`src/rtl/paillier_lite_regs.sv`:
```
// AXI4-Lite control/status register block for the Paillier core (CTRL, STATUS, BLOCK_CNT, SCRATCH).
// Optional interrupt output and CTRL.IRQ_EN bit when PAILLIER_LITE_IRQ_EN is defined.
module paillier_lite_regs #(
  parameter int C_S_AXI_DATA_WIDTH = 32,
  parameter int C_S_AXI_ADDR_WIDTH = 5
) (
  input  logic                            S_AXI_ACLK,
  input  logic                            S_AXI_ARESET,
  input  logic [C_S_AXI_ADDR_WIDTH-1:0]   S_AXI_AWADDR,
  input  logic                            S_AXI_AWVALID,
  output logic                            S_AXI_AWREADY,
  input  logic [C_S_AXI_DATA_WIDTH-1:0]   S_AXI_WDATA,
  input  logic [C_S_AXI_DATA_WIDTH/8-1:0] S_AXI_WSTRB,
  input  logic                            S_AXI_WVALID,
  output logic                            S_AXI_WREADY,
  output logic [1:0]                      S_AXI_BRESP,
  output logic                            S_AXI_BVALID,
  input  logic                            S_AXI_BREADY,
  input  logic [C_S_AXI_ADDR_WIDTH-1:0]   S_AXI_ARADDR,
  input  logic                            S_AXI_ARVALID,
  output logic                            S_AXI_ARREADY,
  output logic [C_S_AXI_DATA_WIDTH-1:0]   S_AXI_RDATA,
  output logic [1:0]                      S_AXI_RRESP,
  output logic                            S_AXI_RVALID,
  input  logic                            S_AXI_RREADY,
  output logic                            start_o,
  output logic [1:0]                      mode_o,
  output logic [C_S_AXI_DATA_WIDTH-1:0]   block_cnt_o,
  input  logic                            busy_i,
  input  logic                            done_i
`ifdef PAILLIER_LITE_IRQ_EN
  ,
  output logic                            irq_o
`endif
);

  typedef enum logic {W_IDLE, W_RESP} w_state_t;
  typedef enum logic {R_IDLE, R_DATA} r_state_t;

  w_state_t w_state, w_state_nxt;
  r_state_t r_state, r_state_nxt;

  logic                          wr_hs, rd_hs;
  logic [2:0]                    wr_idx, rd_idx;
  logic [1:0]                    bresp_q, rresp_q;
  logic [C_S_AXI_DATA_WIDTH-1:0] rdata_q, rd_word;
  logic                          rd_err;
  logic [1:0]                    mode_q;
  logic [C_S_AXI_DATA_WIDTH-1:0] blk_q, scr_q;
  logic                          done_q, start_q;
  logic                          unused_addr_bits;
`ifdef PAILLIER_LITE_IRQ_EN
  logic                          irq_en_q;
`endif

  assign wr_idx           = S_AXI_AWADDR[4:2];
  assign rd_idx           = S_AXI_ARADDR[4:2];
  assign unused_addr_bits = ^{S_AXI_AWADDR[1:0], S_AXI_ARADDR[1:0]};

  // Handshakes are combinational off the idle state; reset gating keeps READY low while reset is held.
  always_comb begin
    w_state_nxt = w_state;
    wr_hs       = 1'b0;
    case (w_state)
      W_IDLE: if (S_AXI_AWVALID && S_AXI_WVALID && !S_AXI_ARESET) begin
        wr_hs       = 1'b1;
        w_state_nxt = W_RESP;
      end
      W_RESP: if (S_AXI_BREADY) w_state_nxt = W_IDLE;
      default: w_state_nxt = W_IDLE;
    endcase
  end

  always_comb begin
    r_state_nxt = r_state;
    rd_hs       = 1'b0;
    case (r_state)
      R_IDLE: if (S_AXI_ARVALID && !S_AXI_ARESET) begin
        rd_hs       = 1'b1;
        r_state_nxt = R_DATA;
      end
      R_DATA: if (S_AXI_RREADY) r_state_nxt = R_IDLE;
      default: r_state_nxt = R_IDLE;
    endcase
  end

  always_ff @(posedge S_AXI_ACLK or posedge S_AXI_ARESET) begin
    if (S_AXI_ARESET) begin
      w_state <= W_IDLE;
      r_state <= R_IDLE;
    end else begin
      w_state <= w_state_nxt;
      r_state <= r_state_nxt;
    end
  end

  always_comb begin
    rd_word = '0;
    rd_err  = 1'b0;
    case (rd_idx)
      3'd0: begin
        rd_word[2:1] = mode_q;
`ifdef PAILLIER_LITE_IRQ_EN
        rd_word[3]   = irq_en_q;
`endif
      end
      3'd1:    rd_word[1:0] = {done_q, busy_i};
      3'd2:    rd_word = blk_q;
      3'd3:    rd_word = scr_q;
      default: rd_err = 1'b1;
    endcase
  end

  always_ff @(posedge S_AXI_ACLK or posedge S_AXI_ARESET) begin
    if (S_AXI_ARESET) begin
      bresp_q  <= '0;
      rresp_q  <= '0;
      rdata_q  <= '0;
      mode_q   <= '0;
      blk_q    <= '0;
      scr_q    <= '0;
      done_q   <= 1'b0;
      start_q  <= 1'b0;
`ifdef PAILLIER_LITE_IRQ_EN
      irq_en_q <= 1'b0;
`endif
    end else begin
      start_q <= 1'b0;
      if (rd_hs) begin
        rdata_q <= rd_word;
        rresp_q <= rd_err ? 2'b10 : 2'b00;
      end
      if (wr_hs) begin
        bresp_q <= wr_idx[2] ? 2'b10 : 2'b00;
        case (wr_idx)
          3'd0: if (S_AXI_WSTRB[0]) begin
            mode_q <= S_AXI_WDATA[2:1];
`ifdef PAILLIER_LITE_IRQ_EN
            irq_en_q <= S_AXI_WDATA[3];
`endif
            if (S_AXI_WDATA[0] && !busy_i) start_q <= 1'b1;
          end
          3'd2: for (int unsigned i = 0; i < 4; i++)
            if (S_AXI_WSTRB[i]) blk_q[8*i +: 8] <= S_AXI_WDATA[8*i +: 8];
          3'd3: for (int unsigned i = 0; i < 4; i++)
            if (S_AXI_WSTRB[i]) scr_q[8*i +: 8] <= S_AXI_WDATA[8*i +: 8];
          default: ;
        endcase
      end
      // A done_i pulse coinciding with the W1C write must not be lost.
      if (done_i)
        done_q <= 1'b1;
      else if (wr_hs && wr_idx == 3'd1 && S_AXI_WSTRB[0] && S_AXI_WDATA[1])
        done_q <= 1'b0;
    end
  end

`ifdef PAILLIER_LITE_IRQ_EN
  always_ff @(posedge S_AXI_ACLK or posedge S_AXI_ARESET) begin
    if (S_AXI_ARESET) irq_o <= 1'b0;
    else              irq_o <= done_q & irq_en_q;
  end
`endif

  assign S_AXI_AWREADY = wr_hs;
  assign S_AXI_WREADY  = wr_hs;
  assign S_AXI_BVALID  = (w_state == W_RESP);
  assign S_AXI_BRESP   = bresp_q;
  assign S_AXI_ARREADY = rd_hs;
  assign S_AXI_RVALID  = (r_state == R_DATA);
  assign S_AXI_RDATA   = rdata_q;
  assign S_AXI_RRESP   = rresp_q;
  assign start_o       = start_q;
  assign mode_o        = mode_q;
  assign block_cnt_o   = blk_q;

endmodule

```
`config.mk`:
```
export PLATFORM = sky130hd
export DESIGN_NAME = paillier_lite_regs
export DESIGN_NICKNAME = d
export VERILOG_FILES = /design/src/rtl/paillier_lite_regs.sv
export SDC_FILE = /design/constraint.sdc
export NUM_CORES = 1
export LEC_CHECK = 0
export ABC_AREA = 1
export CAP_MARGIN = 20
export CORE_MARGIN = 4
export CORE_UTILIZATION = 45
export CTS_BUF_LIST = sky130_fd_sc_hd__clkbuf_8 sky130_fd_sc_hd__clkbuf_16
export DETAILED_ROUTE_END_ITERATION = 8
export PLACE_DENSITY = 0.79
export SYNTH_ARGS = -nofsm -noshare
export SYNTH_HDL_FRONTEND = slang
export SYNTH_SLANG_ARGS = --single-unit
```
`constraint.sdc`:
```
create_clock -name S_AXI_ACLK -period 9.5 [get_ports S_AXI_ACLK]
set_input_delay 2.375 -clock S_AXI_ACLK [delete_from_list [all_inputs] [get_ports S_AXI_ACLK]]
set_output_delay 2.375 -clock S_AXI_ACLK [all_outputs]
set_load 0.01 [all_outputs]
```
==> impl_metrics.py, run 1 <==
metrics = {
    "sta": {
        "slew_violations": 0,
        "hold_violations": 0,
        "relSlewSlack": 0.529,
        "min_period_over_period": 0.695,
        "fmax_mhz": 151,
        "finalCriticalPeriod_ps": 6600,
        "skew_ps": 13.2,
        "tightest_slew_ps": 707,
        "setup-tns-final_ps": 0,
        "rsz0062_at_grt": "no",
        "setup_viol": 0,
    },
    "clock_tree": {
        "cts_max_path_buffers": 2,
        "cts_hold_buf": 0,
        "cts_tree": "done",
        "cts.repair.resized": 0,
        "post_cts_buffers": 0,
        "clkLatencyLatePin_ps": 360,
        "cts_made_buffers": 9,
        "cts-htree-levels": 3,
        "cts_root_buf": "clkbuf_8",
        "clkSinkCount": 104,
        "path_clk_slew_ps": 90,
    },
    "grt": {
        "grt_overflow": 0,
        "grt.met3_usage": 0.0537,
        "grt.total_usage": 0.207,
        "antenna_found_initial": 0,
        "grt-busiest-layer": "met2",
        "grt_pass1_vias": 3915,
        "use_met1": 0.280,
        "gr-usage-met2": 0.337,
        "grt_pass1_wl_um": 19100,
        "grt_max_degree": 65,
    },
    "worst_setup_path": {
        "cp.arrival_ps": 4230,
        "worst-r2r-cell-count": 5,
        "r2r-end": "block_cnt_o[6]$_DFFE_PP0P_",
        "cp_max_fo": 51,
        "startpoint_type": "input pin",
        "worstSetupEndpointType": "primary output",
        "cp.required_ps": 7130,
        "rr_startpoint": "S_AXI_BVALID$_DFF_PP0_",
        "rrSetupSlack_ps": 7730,
        "critPathKind": "in -> out",
    },
    "floorplanning": {
        "fp.dieW_um": 108,
        "core-area_um2": 9770,
        "die_h_um": 108,
        "num_rows": 36,
        "initial_core_util": 0.460,
        "ios": 131,
        "die-area_um2": 11700,
    },
    "drt": {
        "drt_pass1_iterations": 5,
        "antenna_left": 0,
        "wirelength_um": 11600,
        "vias_per_cell": 4.88,
        "post_drt_wl_per_cell_um": 14.1,
        "via_count": 4005,
        "first_iter_violations": 193,
        "drc": 0,
    },
    "placement": {
        "portBuffers": 124,
        "placed_area_um2": 5860,
        "gp_congestion": 0.827,
        "dp_hpwl_um": 8080,
    },
    "worst_hold_path": {
        "hold_path.class": "reg -> reg",
        "min_from": "scr_q[29]$_DFFE_PP0P_",
        "hold_path_depth": 2,
        "min_to": "scr_q[29]$_DFFE_PP0P_",
    },
    "synth": {
        "ys_seq_elements": 104,
        "netlist_area_um2": 4500,
        "yosysSeqAreaShare": 0.579,
        "netlist_instances": 559,
        "synth_warnings": 0,
        "ys.flop_type": "dfrtp_1",
        "yosys-top-cells-count": "nand2_1, dfrtp_1, inv_1",
        "ys_types": 19,
        "syn_area_per_cell_um2": 8.05,
        "synth_edf_count": 0,
        "synthArstFlopShare": 1.00,
        "synth_top_area_frac": 0.579,
        "synth_top_cells_by_area": "dfrtp_1, nand2_1, inv_1",
        "synth_top_area_cell": "dfrtp_1",
        "yosysMostFrequentCell": "nand2_1",
    },
    "pwr": {
        "irDropWorstVdd_mv": 0.0850,
        "power.density_nw_per_um2": 160,
        "p_leak_nw": 2.91,
    },
    "layout": {
        "areaGrowthSynthToFinish_pct": 35.2,
        "num_antenna_cells": 0,
        "drive_above_1_share": 0.0494,
        "n_fill_cell": 855,
        "fin_nets": 738,
        "final_area_um2": 6080,
    },
    "job": {
        "cap_violations": 0,
    },
    "run_status": {
        "outcome": "finished, final reports clean",
    },
}
==> power by group <==
| part | leakage [nW] | internal, mW | total, mW | switching [mW] |
|---|---|---|---|---|
| clock network | 0.105 | 0.131 | 0.282 | 0.152 |
| registers | 1.40 | 0.487 | 0.516 | 0.0297 |
| logic | 1.40 | 0.0915 | 0.177 | 0.0850 |
| total | 2.91 | 0.709 | 0.975 | 0.267 |
==> critical path, cell delays in order <==
cell	delay [ps]
clkdlybuf4s50_1	500
inv_4	480
nand3_2	130
inv_1	140
clkdlybuf4s50_1	550
==> layout make-up <==
| cell class | instances | area [um2] | area share |
|---|---|---|---|
| clock buffer | 10 | 138 | 0.0226 |
| clock inverter | 6 | 67.6 | 0.0111 |
| inverter | 51 | 194 | 0.0319 |
| multi-input combinational | 389 | 1630 | 0.269 |
| sequential | 104 | 2600 | 0.428 |
| tap | 133 | 166 | 0.0274 |
| timing repair buffer | 128 | 1280 | 0.210 |
==> stage by stage <==
| step | hold WS [ps] | power, mW | util | instances | setup slack, ps |
|---|---|---|---|---|---|
| after floorplan | 442 | 0.598 | - | 560 | 2990 |
| after global placement | 461 | 0.696 | 0.600 | 804 | 2890 |
| after detailed placement | 465 | 0.703 | 0.600 | 804 | 2840 |
| after CTS | 492 | 0.984 | 0.621 | 820 | 2840 |
| after global routing | 510 | 1.03 | 0.622 | 821 | 2730 |
| final | 488 | 0.975 | 0.622 | 821 | 2900 |
==> flip-flops by register name, indices dropped and copies added, names as in the netlist <==
register      cells
S_AXI_RVALID      1
S_AXI_BVALID      1
block_cnt_o      32
S_AXI_BRESP       1
mode_o            2
S_AXI_RDATA      32
scr_q            32
S_AXI_RRESP       1
done_q            1
start_o           1
==> per-layer routing <==
| layer | part of all wire | vias to the layer above |
|---|---|---|
| met3 | 0.078 | 18 |
| met5 | 0 | - |
| met4 | 0.013 | 0 |
| li1 | - | 1967 |
| met2 | 0.49 | 156 |
| met1 | 0.42 | 1864 |
==> worst max path at each step <==
| stage | startpoint | end | slack, ps |
|---|---|---|---|
| finish | S_AXI_ARESET | S_AXI_ARREADY | 2900 |
| CTS | S_AXI_ARESET | S_AXI_ARREADY | 2840 |
| floorplan | S_AXI_ARESET | S_AXI_ARREADY | 2990 |
| global route | S_AXI_ARESET | S_AXI_ARREADY | 2730 |
| global placement | S_AXI_ARESET | S_AXI_ARREADY | 2890 |
| detailed placement | S_AXI_ARESET | S_AXI_ARREADY | 2840 |
==> cells by family (layout without fill, tap and decap cells) <==
| kind of cell | count (synthesis) | in the layout | share of synthesized area |
|---|---|---|---|
| simple gates | 324 | 324 | 0.290 |
| other cells | 1 | 2 | 0.000834 |
| compound gates | 63 | 63 | 0.0701 |
| buf+inv | 67 | 195 | 0.0601 |
| flops | 104 | 104 | 0.579 |
==> cell usage in the layout, fill, tap and decap left out <==
master,count
nor3_4,1
clkinv_4,1
dfrtp_1,104
nor3_1,1
a21oi_1,29
clkinvlp_4,1
inv_2,2
nand3_2,1
nand4_1,6
nor3_2,1
nand3_1,9
clkdlybuf4s50_1,124
nor2_2,5
nor2_4,4
buf_8,1
nand2_1,258
inv_6,2
nor2_1,38
bufinv_16,1
inv_4,1
conb_1,2
inv_1,48
o21ai_0,34
buf_4,3
clkbuf_8,10
clkinv_1,1
(Power assumes the default switching activity.)
==> run 2: changes to the inputs <==
==> constraint.sdc (replaced) <==
create_clock -name S_AXI_ACLK -period 6.23 [get_ports S_AXI_ACLK]
set_input_delay 1.5575 -clock S_AXI_ACLK [delete_from_list [all_inputs] [get_ports S_AXI_ACLK]]
set_output_delay 1.5575 -clock S_AXI_ACLK [all_outputs]
set_load 0.01 [all_outputs]
==> impl_metrics.py, run 2 (synthesized netlist as in run 1, its figures left out) <==
metrics = {
    "run_status": {
        "outcome": "finished, final reports clean",
    },
    "worst_setup_path": {
        "cp_num_cells": 3,
        "critPathKind": "in -> out",
        "path_delay_family": "buffers and inverters",
        "timing.critical_path.from": "S_AXI_ARESET",
        "startpoint_type": "input pin",
        "cp_slowest_cell": "clkdlybuf4s50_1",
        "cp.required_ps": 4670,
        "worstSetupEndpointType": "primary output",
        "cp.arrival_ps": 3140,
        "endpoint": "S_AXI_AWREADY",
        "cp_max_fo": 8,
        "r2r-end": "block_cnt_o[1]$_DFFE_PP0P_",
        "worst-r2r-cell-count": 6,
        "rr_startpoint": "S_AXI_BVALID$_DFF_PP0_",
        "worst-path-buf-inv": 2,
        "path_cells": "clkdlybuf4s50_1, nor3_4, clkdlybuf4s50_1",
        "critPathMaxStageDelay_ps": 630,
        "path_common_cell": "clkdlybuf4s50_1",
        "rrSetupSlack_ps": 4470,
    },
    "placement": {
        "placed_cells": 805,
        "gp_congestion": 0.823,
        "portBuffers": 124,
        "dp_hpwl_um": 8250,
        "pre_cts_ws_ps": 1520,
    },
    "clock_tree": {
        "cts_made_buffers": 9,
        "cts.repair.resized": 0,
        "cts-htree-levels": 3,
        "cts_tree": "done",
        "cts_root_buf": "clkbuf_8",
        "clkSinkCount": 104,
        "cts_hold_buf": 0,
        "cts_max_path_buffers": 2,
        "clkLatencyLatePin_ps": 350,
        "post_cts_buffers": 0,
        "path_clk_slew_ps": 100,
    },
    "pwr": {
        "power.density_nw_per_um2": 243,
        "irDropWorstVdd_mv": 0.130,
        "p_total_mw": 1.48,
        "p_leak_nw": 2.92,
    },
    "layout": {
        "layout_commonest_cell": "nand2_1",
        "drive_above_1_share": 0.0493,
        "fin_nets": 739,
        "stdcell_count": 822,
        "num_antenna_cells": 0,
        "multi_input_area_um2": 1630,
        "n_fill_cell": 846,
        "areaGrowthSynthToFinish_pct": 35.5,
        "seqCellArea_um2": 2600,
        "most-common-layout-cells": "nand2_1, clkdlybuf4s50_1, dfrtp_1",
    },
    "sta": {
        "tightest_slew_ps": 736,
        "fmax_mhz": 213,
        "setup_viol": 0,
        "worst_slack_ps": 1530,
        "hold_violations": 0,
        "finalCriticalPeriod_ps": 4700,
        "skew_ps": 13.7,
        "rsz0062_at_grt": "no",
        "relSlewSlack": 0.509,
        "slew_violations": 0,
        "min_period_over_period": 0.754,
        "setup-tns-final_ps": 0,
    },
    "floorplanning": {
        "die_h_um": 108,
        "die-area_um2": 11700,
        "core-area_um2": 9770,
        "initial_core_util": 0.460,
        "fp.dieW_um": 108,
        "num_rows": 36,
        "ios": 131,
    },
    "drt": {
        "post_drt_wl_per_cell_um": 14.3,
        "drt_pass1_iterations": 5,
        "via_count": 3992,
        "wirelength_um": 11700,
        "vias_per_cell": 4.86,
        "drc": 0,
        "antenna_left": 0,
        "first_iter_violations": 230,
    },
    "grt": {
        "grt_pass1_vias": 3965,
        "grt_pass1_wl_um": 19400,
        "grt.total_usage": 0.211,
        "antenna_found_initial": 0,
        "grt_overflow": 0,
        "grt_max_degree": 65,
    },
    "worst_hold_path": {
        "hold_path.class": "reg -> reg",
    },
    "job": {
        "cap_violations": 0,
    },
}
## run 2: metal layers
| layer | vias up | GRT usage | part of all wire |
|---|---|---|---|
| li1 | 1966 | - | - |
| met1 | 1863 | 0.281 | 0.42 |
| met2 | 145 | 0.352 | 0.50 |
| met3 | 18 | 0.0478 | 0.067 |
| met4 | 0 | 0.0514 | 0.013 |
| met5 | - | 0 | 0 |
## run 2: worst min-delay path, delay by kind of cell, from the launching register on
kind | cells | cell delay, ps
and+or+nand+nor | 2 | 100
DFF | 1 | 360
## run 2: report_power, final
group          internal (mW)  switching (mW)  total (mW)
Clock                  0.195           0.225       0.420
Sequential             0.742          0.0453       0.787
Combinational          0.141           0.131       0.271
## run 2: worst min path at each step
stage                          startpoint                    end  cells past startpoint
floorplan              done_q$_DFFE_PP0P_     done_q$_DFFE_PP0P_                      2
global placement    scr_q[21]$_DFFE_PP0P_  scr_q[21]$_DFFE_PP0P_                      2
detailed placement     done_q$_DFFE_PP0P_     done_q$_DFFE_PP0P_                      2
CTS                    done_q$_DFFE_PP0P_     done_q$_DFFE_PP0P_                      2
global route        scr_q[25]$_DFFE_PP0P_  scr_q[25]$_DFFE_PP0P_                      2
finish                 done_q$_DFFE_PP0P_     done_q$_DFFE_PP0P_                      2
## run 2: stage by stage
step	hold slack (ps)	utilization	area, um2
CTS	483	0.621	6070
floorplan	442	-	4500
global placement	462	0.600	5870
finish	485	0.624	6090
global route	509	0.624	6090
detailed placement	459	0.600	5870
## run 2: cell type report
type | instances | share of cell area
flip-flops and latches | 104 | 0.427
multi-input cells | 389 | 0.268
repair buffers | 129 | 0.213
inverters | 51 | 0.0318
well taps | 133 | 0.0273
clock buffers | 10 | 0.0226
clock inverters | 6 | 0.0101
